$ cat config.mk
export PLATFORM = sky130hd
export DESIGN_NAME = serial_full_adder
export DESIGN_NICKNAME = d
export VERILOG_FILES = /design/src/rtl/serial_full_adder.sv
export SDC_FILE = /design/constraint.sdc
export NUM_CORES = 1
export LEC_CHECK = 0
export ABC_AREA = 1
export ABC_CLOCK_PERIOD_IN_PS = 2400
export CORE_MARGIN = 2
export CORE_UTILIZATION = 56
export DETAILED_ROUTE_END_ITERATION = 12
export PLACE_DENSITY = 0.84
export SYNTH_ARGS = -nofsm -noshare
export SYNTH_HDL_FRONTEND = slang
export SYNTH_SLANG_ARGS = --single-unit
$ cat constraint.sdc
create_clock -name clk -period 2.4 [get_ports clk]
set_input_delay 0.36 -clock clk [delete_from_list [all_inputs] [get_ports clk]]
set_output_delay 0.36 -clock clk [all_outputs]
set_load 0.005 [all_outputs]
$ cat src/rtl/serial_full_adder.sv
// Bit-serial adder: adds a + b + cin LSB-first through one full-adder cell and a carry flop.
// Optional signed-overflow output is enabled with the SERIAL_ADDER_OVF_EN macro.
module serial_full_adder #(
  parameter int WIDTH = 8
) (
  input  logic             clk,
  input  logic             rst,
  input  logic             start,
  input  logic [WIDTH-1:0] a,
  input  logic [WIDTH-1:0] b,
  input  logic             cin,
  output logic             busy,
  output logic             done,
  output logic [WIDTH-1:0] sum,
  output logic             cout
`ifdef SERIAL_ADDER_OVF_EN
  ,
  output logic             ovf
`endif
);

  localparam int CW = (WIDTH > 2) ? $clog2(WIDTH) : 1;
  localparam logic [CW-1:0] LAST = CW'(WIDTH - 1);

  typedef enum logic [1:0] {IDLE, RUN, DONE} state_t;

  state_t           state, state_next;
  logic [WIDTH-1:0] a_sr, b_sr, sum_sr;
  logic             carry;
  logic [CW-1:0]    cnt;

  logic bit_s, carry_out, last_bit;

  assign bit_s     = a_sr[0] ^ b_sr[0] ^ carry;
  assign carry_out = (a_sr[0] & b_sr[0]) | (a_sr[0] & carry) | (b_sr[0] & carry);
  assign last_bit  = (cnt == LAST);

  // NOTE: every variable gets a default before the case so no path leaves it unassigned (no latch).
  always_comb begin
    state_next = state;
    case (state)
      IDLE:    if (start) state_next = RUN;
      RUN:     if (last_bit) state_next = DONE;
      DONE:    state_next = IDLE;
      default: state_next = IDLE;
    endcase
  end

  // NOTE: state uses non-blocking assignments so all flops update together from pre-edge values.
  // busy/done are registered from next state so every output comes straight off a flop.
  always_ff @(posedge clk or posedge rst) begin
    if (rst) begin
      // NOTE: the datapath registers are small flop banks, not RAM, so they reset cleanly here.
      state  <= IDLE;
      busy   <= 1'b0;
      done   <= 1'b0;
      sum    <= '0;
      cout   <= 1'b0;
      a_sr   <= '0;
      b_sr   <= '0;
      sum_sr <= '0;
      carry  <= 1'b0;
      cnt    <= '0;
`ifdef SERIAL_ADDER_OVF_EN
      ovf    <= 1'b0;
`endif
    end else begin
      state <= state_next;
      busy  <= (state_next == RUN);
      done  <= (state_next == DONE);
      case (state)
        IDLE: begin
          if (start) begin
            a_sr  <= a;
            b_sr  <= b;
            carry <= cin;
            cnt   <= '0;
          end
        end
        RUN: begin
          a_sr   <= a_sr >> 1;
          b_sr   <= b_sr >> 1;
          sum_sr <= {bit_s, sum_sr[WIDTH-1:1]};
          carry  <= carry_out;
          cnt    <= cnt + 1'b1;
          if (last_bit) begin
            sum  <= {bit_s, sum_sr[WIDTH-1:1]};
            cout <= carry_out;
`ifdef SERIAL_ADDER_OVF_EN
            // Carry into the MSB is the current carry; carry out of it is carry_out.
            ovf  <= carry ^ carry_out;
`endif
          end
        end
        default: ;
      endcase
    end
  end

endmodule
### Word level (Yosys, flattened, before mapping)

Index checks and enable logic that the tools add are counted.

* add/sub/neg operators: 1
* equality and inequality tests: 5
* mux-type cells: 11
* bitwise logic cells: 7
* reduce and logical (&&, ||, !) cells: 4

Operators by type and width (number)
* 8-bit one-hot mux with 2 select lines: 2
* 8-bit 2-to-1 mux: 2
* 3-bit one-hot mux with 2 select lines: 1
* 2-bit by 1-bit equality test with 1-bit output, second input constant: 2
* 2-bit 2-to-1 mux: 2
* 2-bit one-hot mux with 2 select lines: 1
* 2-bit AND reduction: 2
* 3-bit by 1-bit adder with 3-bit output, second input constant: 1
* 1-bit bitwise AND: 3
* 3-bit equality test, second input constant: 1
* 3-bit 2-to-1 mux: 1
* 2-bit equality test, second input constant: 1
* 2-bit zero test: 1
* 2-bit inequality test, second input constant: 1
* 1-bit bitwise OR: 2
* 1-bit one-hot mux with 2 select lines: 1
* 2-bit nonzero test: 1
* 1-bit XOR: 2
* 1-bit 2-to-1 mux: 1

* flip-flop bits (word level): 41
* input bits: 20
* output and inout bits: 11
* word-level logic and storage cells: 38

### Depth between registers and ports, before layout

Gate-level depths: netlist (run 1).

* word-level depth: 4
* depth in mapped cells: 7
* gate-level depth less buffers: 6

### Worst setup path after synthesis (run 1)

Ideal clock, no wire load.

* kind: reg-to-reg
* start: register cnt[0]
* end: register cout
* setup time: 126 ps
* data arrival time: 1158 ps
* required time: 2274 ps
* slack: 1116 ps
* cell stages (with the launch flop): 6
* buffers on the path: 1
* period minus slack after synthesis: 1284 ps
* path through: dfrtp_1 > ha_1 > ha_1 > nand2_2 > buf_2 > o21ai_0

* word-level cells in the longest chain between the ends: 2

RTL lines
* from (decl): line 30 `logic [CW-1:0] cnt;`
* from (signal assigned): line 85 `cnt <= cnt + 1'b1;`
* 3-bit equality test: line 36 `assign last_bit = (cnt == LAST);`
* 2-bit AND reduction (no source line)
* to (signal assigned): line 88 `cout <= carry_out;`
* to (decl): line 15 `output logic cout`

No other way between the ends.
A chain may end at the register's enable or synchronous reset.

### Worst setup path in the final report (run 1)

* start: register sum[2]
* end: output sum[2]

RTL lines
* from (decl): line 14 `output logic [WIDTH-1:0] sum,`
* from (signal assigned): line 87 `sum <= {bit_s, sum_sr[WIDTH-1:1]};`

No word-level cell between the ends.

==> results by group, run 1 <==
Timing
  – Max-slew violations: 0
  – Hold Slack: 0.412 ns
  – RSZ-0062 raised after global routing: false
  – Clock Skews: 0.00795 ns
  – Setup Total Neg Slack: 0 ns
  – Final setup margin: 0.794 ns
  – Final Cycle Share: between 60% and 70%
  – Final setup fails: 0
  – Slew HR: 68.0%
  – Fin crit period: 1.61 ns
  – Fmax: 0.623 GHz
  – Worst-Margin Slew: 0.480 ns
  – Final hold viol count: 0

Synth
  – Mux share of post-synthesis cell area: 0%
  – EDFF count, synth: 0
  – XOR/XNOR share of the synthesized area: 0%
  – Cells after synthesis: 226
  – Simple-gate portion of the synthesized area: 24.9%
  – Synth unique cells: 16
  – Avg Inst Size Synth: 8.15 sq um
  – Ys async rst share: 100%
  – Main synth FF type: dfrtp_1
  – Warnings from Yosys: 0
  – Synth Area in Compound Gates: 5.70%
  – Largest family of logic cells by synthesized area: simple AND/OR/NAND/NOR gates
  – Syn Nets: 249
  – Sequential element share of the synthesized area: between 50% and 60%
  – Flops & latches, synth: 40
  – Mapped Area: 1840 sq um
  – Synth Area in Adders: 2.44%

Min path
  – Path category of the worst min-delay check: primary input to asynchronous set/reset pin

Clocking
  – CTS max path bufs: 2
  – Clock insertion delay at the later pin of the skew report: approximately 0.36 ns
  – Clock transition at the registers of the reported paths: ~0.11 ns
  – Post-CTS Resized: 0
  – H-tree levels: 2
  – Total setup buffers inserted after CTS: 0
  – Root Driver: clkbuf_4
  – Cts hold-fix bufs: 0
  – CTS tree: built
  – CTS Buf Count: 5
  – Sink Count: 40

Finish
  – ANT cells: 0
  – NumNets Final: 280
  – Commonest non-fill, non-tap cell in the layout: nand2_1
  – Fill count: 262
  – P&R area growth vs syn: 20.4%
  – Most frequent cells in the layout: 72 x nand2_1, 43 x inv_1, 40 x dfrtp_1
  – Layout cells sized above 1: between 5 and 6%

Drt
  – First-pass detailed-route iteration total: 5
  – Via/cell ratio: approximately 4.8
  – Initial DRC Count: 67
  – Remaining DRCs: 0
  – Final WL: 3430 um
  – Avg WL per Cell: between 10 and 15 um
  – Routed Antenna Nets: 0
  – Vias: 1454

Setup path
  – Critical Path AT: 1.25 ns
  – Crit path max fanout: 2
  – Crit Path Class: flip-flop to output pin
  – CP max stage delay: 0.52 ns
  – Setup crit end kind: output pin
  – Crit start category: flip-flop
  – Worst path required time: 2.04 ns
  – Crit-path cells: clkdlybuf4s50_1
  – CP max stage cell: clkdlybuf4s50_1
  – WP buf/inv: 1
  – CP top delay family: buffers and inverters

Power and ir drop
  – Lkg Pwr: 1.19 nW
  – PwrDens: ~1200 nW/um^2
  – Final Power: 2.63 mW
  – Worst VDD drop: 0.581 mV

Placed design
  – Post-DP HPWL: 2390 um
  – GP Congestion: approximately 0.8
  – Setup WS pre-CTS: 0.885 ns
  – I/O Buffers: 30

GRT
  – Global-route wire length before repair: 5970 um
  – GRT overflow: 0
  – GRT Util Overall: ~23%
  – Initial antenna violation count: 0
  – Vias in the first global route: 1364
  – Largest net degree at the start of global routing: 41

Run status
  – Outcome: complete, no violations

Flow run
  – Max-cap viol count: 0

Die
  – I/O Pins: 31
  – DIE AREA: 3770 sq um
  – Initial core utilization: approximately three fifths
  – Row count: 20
  – Die W: 61.4 um
  – CORE AREA: 3100 sq um
  – Die Ht: 61.4 um
[power by group]
group	internal, mW	total, mW	switching, mW
sequential	0.978	1.16	0.184
combinational	0.497	1.11	0.613
clock	0.145	0.356	0.211
total	1.62	2.63	1.01
[final cells by class]
class                      instances  area, sq um  area share (%)
multi-input combinational        132          609            27.5
clock buffer                       8         58.8            2.65
inverter                          44          165            7.44
tap                               44         55.1            2.48
timing repair buffer              34          330            14.9
sequential                        40         1000            45.1
[state kept, by name, summed over array words and instances (netlist names)]
register  cells
a_sr          8
b_sr          8
cout          1
sum_sr        7
state         2
sum           8
busy          1
done          1
cnt           3
carry         1
[path summary, 6_finish.rpt]
path	startpoint	end	slack (ns)	cells after the start
setup / recovery	sum[2]	sum[2]	0.79	1
hold / removal	rst	state[1]	0.41	3
setup reg to reg	state[1]	a_sr[2]	0.88	5
hold reg to reg	sum_sr[1]	sum[0]	0.49	2
max in group asynchronous	rst	sum_sr[6]	1.65	3
min in group clk	sum_sr[1]	sum[0]	0.49	2
[per-layer routing]
layer / wire (um) / vias to the layer above / share of wire (%) / global-route usage, %
met5: 0 / - / 0 / 0
met4: 43 / 0 / 1.3 / 9.42
met3: 207 / 4 / 6.0 / 8.40
met2: 1590 / 40 / 46 / 33.0
met1: 1590 / 661 / 46 / 30.6
li1: - / 749 / - / -
[stage by stage]
| step | std cells | instance area [sq um] | utilization [%] |
|---|---|---|---|
| after detailed placement | 294 | 2160 | 69.6 |
| after floorplan | 226 | 1840 | - |
| after global placement | 294 | 2160 | 69.6 |
| final | 302 | 2220 | 71.5 |
| after CTS | 302 | 2220 | 71.5 |
| after global routing | 302 | 2220 | 71.5 |
[synth_stat cells, types with 2 or more instances]
cell,n,share of area [%]
nand2_2,3,1.0
buf_6,2,1.2
nand2_1,72,15
inv_1,43,8.8
a21oi_1,3,0.81
o21ai_0,10,2.7
ha_1,2,1.4
buf_4,2,0.81
dfrtp_1,40,54
o21ai_1,8,2.2
nand3_1,31,8.4
buf_2,6,1.6
[logic make-up after synthesis]
family | count (synthesis)
AO/OA/AOI/OAI | 21
buffers and inverters | 54
adder cells (fa/ha/maj) | 3
AND/OR/NAND/NOR | 108
flip-flops | 40
Note: power is estimated with default switching activity, not from simulation.
==> run 2, diff against run 1 <==
ABC_CLOCK_PERIOD_IN_PS = 1500   (was 2400)
CORE_UTILIZATION = 52   (was 56)
PLACE_DENSITY = 0.78   (was 0.84)
clock period = 1.5 ns   (was 2.4 ns; I/O delays follow)
==> run 2 against run 1 <==
Sequential power is 58% higher. Total power is 63% higher. Sequential share of layout area shrank 1.4 points. Final area increased by 3.2%. Sequential cell count is the same. Combinational power increased by 69%. Clock skew decreased by 0.0036 ns. Via count grew 0.83%. Die area rose by 7.2%. Largest cell class unchanged. Largest power group is now combinational logic.
==> results by group, run 2 (same netlist as run 1, synthesis figures left out) <==
Setup path
  – Crit Path Class: flip-flop to output pin
  – Crit start category: flip-flop
  – CP top delay family: buffers and inverters
  – CP max stage delay: 0.50 ns (-0.02 ns)
  – R2R depth: 6 (+1)
  – Worst path required time: 1.27 ns (-0.77 ns)
  – R2R Path Start: cnt[0]
  – Reg2Reg Setup Slack: 0.12 ns (-0.76 ns)
  – CP max stage cell: clkdlybuf4s50_1
  – WP buf/inv: 1 (unchanged)
  – Crit-path cells: clkdlybuf4s50_1
  – RR Endpoint: sum[0]
  – Crit path max fanout: 2 (unchanged)
  – Setup crit end kind: output pin
  – Critical Path AT: 1.22 ns (-0.03 ns)

Timing
  – Final setup fails: 0 (unchanged)
  – Final Cycle Share: 96.3%
  – Clock Skews: 0.00439 ns (-0.00356 ns)
  – Max-slew violations: 0 (unchanged)
  – Worst-Margin Slew: 0.300 ns (-0.180 ns)
  – Slew HR: 79.9% (+12 points)
  – Fin crit period: 1.44 ns
  – Fmax: 0.692 GHz
  – Final hold viol count: 0 (unchanged)

Die
  – Row count: 21 (+5.0%)
  – I/O Pins: 31 (unchanged)
  – DIE AREA: 4040 sq um (+7.2%)
  – Die Ht: 63.5 um (+3.5%)
  – CORE AREA: 3360 sq um (+8.4%)
  – Initial core utilization: 54.8% (-4.6 points)
  – Die W: 63.5 um (+3.5%)

Clocking
  – Cts hold-fix bufs: 0 (unchanged)
  – CTS max path bufs: 2 (unchanged)
  – Sink Count: 40 (unchanged)
  – Root Driver: clkbuf_4
  – Clock insertion delay at the later pin of the skew report: 0.35 ns (about the same)
  – H-tree levels: 2 (unchanged)
  – CTS tree: built
  – CTS Buf Count: 5 (unchanged)
  – Clock transition at the registers of the reported paths: 0.11 ns (about the same)

Finish
  – Area of the multi-input gates: 609 sq um (unchanged)
  – P&R area growth vs syn: 24.2%
  – Fill count: 296 (+13%)
  – NumNets Final: 286 (+2.1%)
  – Layout cells sized above 1: 8.71% (+2.9 points)
  – Most frequent cells in the layout: 72 x nand2_1, 43 x inv_1, 40 x dfrtp_1
  – Commonest non-fill, non-tap cell in the layout: nand2_1
  – Largest regs: a_sr: 8 flops, b_sr: 8 flops, sum: 8 flops
  – ANT cells: 0 (unchanged)
  – Register area: 1000 sq um (unchanged)
  – Non-Filler Instances: 310 (+2.6%)

Power and ir drop
  – Lkg Pwr: 1.28 nW (+6.9%)
  – Worst VDD drop: 0.989 mV (+70%)
  – Final Power: 4.28 mW (+63%)
  – PwrDens: 1870 nW/um^2 (+58%)

Drt
  – Final WL: 3340 um (-2.4%)
  – Via/cell ratio: 4.73 (-1.8%)
  – Initial DRC Count: 104 (+55%)
  – Remaining DRCs: 0 (unchanged)
  – Avg WL per Cell: 10.8 um (-4.9%)
  – Routed Antenna Nets: 0 (unchanged)
  – Vias: 1466 (+0.83%)
  – First-pass detailed-route iteration total: 7 (+2)

Placed design
  – Post-DP HPWL: 2210 um (-7.7%)
  – GP Congestion: 0.759 (-3.4%)
  – Placed Cells: 299 (+1.7%)
  – I/O Buffers: 30 (unchanged)

GRT
  – Vias in the first global route: 1401 (+2.7%)
  – Initial antenna violation count: 0 (unchanged)
  – GRT Util Overall: 19.1% (-3.4 points)
  – Largest net degree at the start of global routing: 41 (unchanged)
  – GRT overflow: 0 (unchanged)
  – Global-route wire length before repair: 6020 um (+0.80%)

Run status
  – Outcome: complete, no violations

Min path
  – Path category of the worst min-delay check: primary input to asynchronous set/reset pin

Flow run
  – Max-cap viol count: 0 (unchanged)
-- run 2: changes by cell type in the layout (fill, tap and decap cells not counted), sizes merged --
cell and delta:
clkinv +2, clkbuf -2, dlymetal6s2s +3, buf +6, clkdlybuf4s50 -3
-- run 2: timing repair --
item,CTS,global route
hold endpoints to repair,0,0
setup buffers,0,3
resized for setup,0,3
setup endpoints to repair,0,5
-- run 2: worst max-delay path by stage --
stage / start / endpoint / slack, ns / cells after the start
floorplan: cnt[0] / sum[1] / 0.22 / 5
global placement: cnt[0] / sum[0] / 0.17 / 6
detailed placement: cnt[0] / sum[0] / 0.13 / 6
global route: cout / cout / -0.003 / 1
CTS: sum[0] / sum[0] / 0.02 / 1
finish: sum[6] / sum[6] / 0.06 / 1
-- run 2: area by class of cell --
cell class	instances	area share, %
Sequential cell	40	43.7
Multi-Input combinational cell	132	26.6
Timing Repair Buffer	40	17.3
Inverter	44	7.21
Tap cell	46	2.51
Clock buffer	6	2.24
Clock inverter	2	0.437
-- run 2: report_power, final --
group,internal [mW],leakage [nW],switching (mW)
logic,0.865,0.745,1.02
clock network,0.223,0.0380,0.343
registers,1.57,0.493,0.267
total,2.65,1.28,1.63
-- run 2: layer usage --
layer / vias to the layer above / GRT usage, % / share of wire, %
met5: - / 0 / 0
met4: 0 / 8.15 / 2.7
met3: 10 / 6.07 / 4.0
met2: 29 / 29.1 / 45
met1: 672 / 25.3 / 48
li1: 755 / - / -
-- run 2: per-stage QoR --
stage / setup TNS [ns] / hold slack (ns) / setup slack (ns) / cell area (sq um) / util (%)
2_1_floorplan: 0 / 0.366 / 0.216 / 1840 / -
3_3_place_gp: 0 / 0.463 / 0.170 / 2200 / 65.4
3_5_place_dp: 0 / 0.465 / 0.128 / 2200 / 65.4
4_1_cts: 0 / 0.210 / 0.0245 / 2260 / 67.2
5_1_grt: -0.00253 / 0.239 / -0.00253 / 2290 / 68.1
6_report: 0 / 0.209 / 0.0554 / 2290 / 68.1
==> run 3, diff against run 2 <==
GPL_TIMING_DRIVEN = 0   (was not set)
SLEW_MARGIN = 20   (was not set)
==> run 3 against run 2 <==
Global-route usage up 0.11 points. Worst hold slack got worse by 0.095 ns. Register-to-register slack got worse by 0.03 ns. Combinational power rose by 3%. Largest cell class unchanged. Largest power group unchanged.
==> results by group, run 3 (same netlist as run 1, synthesis figures left out) <==
Timing
  – Fin crit period: 1.44 ns (-0.00782 ns)
  – Final hold viol count: 0 (unchanged)
  – Final setup fails: 0 (unchanged)
  – Max-slew violations: 0 (unchanged)
  – Final Cycle Share: 95.8% (-0.52 points)
  – Fmax: 0.696 GHz (+0.54%)
  – Final setup margin: 0.0632 ns (+0.00782 ns)
  – Slew HR: 82.2% (+2.3 points)
  – Setup Total Neg Slack: 0 ns (unchanged)
  – Worst-Margin Slew: 0.266 ns (-0.0338 ns)
  – Clock Skews: 0.00959 ns (+0.00520 ns)

Setup path
  – CP max stage cell: clkdlybuf4s50_1
  – Critical Path AT: 1.21 ns (about the same)
  – Crit-path cells: clkdlybuf4s50_1
  – Setup crit end kind: output pin
  – Crit path max fanout: 2 (unchanged)
  – Stages on the worst setup path: 1 (unchanged)
  – Crit start category: flip-flop
  – WP buf/inv: 1 (unchanged)
  – R2R depth: 5 (-1)
  – Worst Setup SP: sum[1]
  – R2R Path Start: cnt[0]
  – CP top delay family: buffers and inverters
  – Worst path required time: 1.27 ns (about the same)
  – Worst setup path endpoint: sum[1]
  – Reg2Reg Setup Slack: 0.09 ns (-0.03 ns)
  – RR Endpoint: sum[4]
  – CP max stage delay: 0.50 ns (about the same)
  – Crit Path Class: flip-flop to output pin

Drt
  – First-pass detailed-route iteration total: 4 (-3)
  – Via/cell ratio: 4.66 (-1.5%)
  – Remaining DRCs: 0 (unchanged)
  – Initial DRC Count: 67 (-36%)
  – Final WL: 3410 um (+2.0%)
  – Vias: 1458 (-0.55%)
  – Avg WL per Cell: 10.9 um (+1.0%)
  – Routed Antenna Nets: 0 (unchanged)

Flow run
  – Max-cap viol count: 0 (unchanged)

Placed design
  – Post-DP Area: 2220 sq um (+1.0%)
  – Post-DP HPWL: 2450 um (+11%)
  – GP Congestion: 0.785 (+3.3%)
  – Setup WS pre-CTS: 0.0705 ns (-0.0572 ns)
  – I/O Buffers: 30 (unchanged)

Power and ir drop
  – PwrDens: 1870 nW/um^2 (about the same)
  – Worst VDD drop: 0.926 mV (-6.3%)
  – Lkg Pwr: 1.27 nW (-0.47%)

Clocking
  – CTS Buf Count: 5 (unchanged)
  – CTS max path bufs: 2 (unchanged)
  – Clock transition at the registers of the reported paths: 0.12 ns (about the same)
  – CTS tree: built
  – Root Driver: clkbuf_4
  – Clock insertion delay at the later pin of the skew report: 0.34 ns (about the same)
  – Cts hold-fix bufs: 0 (unchanged)
  – Sink Count: 40 (unchanged)
  – H-tree levels: 2 (unchanged)

Run status
  – Outcome: complete, no violations

GRT
  – Largest net degree at the start of global routing: 30 (-27%)
  – Initial antenna violation count: 0 (unchanged)
  – GRT Util Overall: 19.3% (+0.11 points)
  – Vias in the first global route: 1389 (-0.86%)
  – Global-route wire length before repair: 6040 um (+0.47%)
  – GRT overflow: 0 (unchanged)

Finish
  – Fill count: 293 (-1.0%)
  – ANT cells: 0 (unchanged)
  – Most frequent cells in the layout: 72 x nand2_1, 42 x inv_1, 40 x dfrtp_1
  – Layout Utilization: 68.7% (+0.63 points)
  – P&R area growth vs syn: 25.4%
  – NumNets Final: 289 (+1.0%)
  – Layout cells sized above 1: 9.74% (+1.0 points)
  – Commonest non-fill, non-tap cell in the layout: nand2_1
  – Finished Cell Area: 2310 sq um (+0.93%)
  – Largest regs: a_sr: 8 flops, b_sr: 8 flops, sum: 8 flops

Die
  – CORE AREA: 3360 sq um (unchanged)
  – Die Ht: 63.5 um (unchanged)
  – DIE AREA: 4040 sq um (unchanged)
  – Row count: 21 (unchanged)
  – Die W: 63.5 um (unchanged)
  – I/O Pins: 31 (unchanged)
  – Initial core utilization: 54.8% (unchanged)

Min path
  – Path category of the worst min-delay check: primary input to asynchronous set/reset pin
## run 3: cell count changes in the layout (fill, tap and decap cells not counted), sizes merged
cell           previous run  this run
buf                      10        12
clkbuf                    6         8
clkdlybuf4s50            27        28
clkinv                    2         0
clkinvlp                  0         1
dlymetal6s2s              3         2
## run 3: report_power, final
| part | internal [mW] | switching, mW |
|---|---|---|
| clock network | 0.230 | 0.332 |
| registers | 1.57 | 0.256 |
| logic | 0.896 | 1.04 |
| total | 2.69 | 1.63 |
## run 3: final cells by class
cell class | instances | area (sq um) | area share [%]
clock inverter | 1 | 7.51 | 0.325
buffer | 10 | 70.1 | 3.03
inverter | 44 | 165 | 7.15
clock buffer | 7 | 55.1 | 2.38
sequential | 40 | 1000 | 43.3
timing repair buffer | 33 | 340 | 14.7
multi-input combinational | 132 | 614 | 26.6
tap | 46 | 57.6 | 2.49
## run 3: per-layer routing
| layer | GRT usage [%] | vias to the layer above | part of all wire (%) |
|---|---|---|---|
| met5 | 0 | - | 0 |
| met4 | 8.97 | 0 | 1.2 |
| met3 | 4.46 | 4 | 3.6 |
| met2 | 28.6 | 25 | 48 |
| met1 | 26.8 | 664 | 47 |
| li1 | - | 765 | - |
## run 3: timing repair
| action | in CTS | in global routing |
|---|---|---|
| setup buffers | 0 | 2 |
| endpoints found under the setup margin | 0 | 13 |
| gates resized for setup | 0 | 4 |
## run 3: metrics by stage
stage	power, mW	hold WS (ns)	cells
final	4.32	0.114	313
after global routing	4.76	0.0995	313
after CTS	4.33	0.113	311
after detailed placement	3.76	0.466	303
after global placement	3.68	0.458	302
after floorplan	3.12	0.366	226
## run 3: worst min-delay path by stage
stage / startpoint / to / slack [ns] / cells past startpoint
6_report: rst / busy / 0.11 / 2
5_1_grt: rst / sum[0] / 0.1 / 2
3_5_place_dp: cnt[1] / cnt[1] / 0.47 / 2
4_1_cts: rst / busy / 0.11 / 2
2_1_floorplan: a[7] / a_sr[7] / 0.37 / 2
3_3_place_gp: cnt[1] / cnt[1] / 0.46 / 2
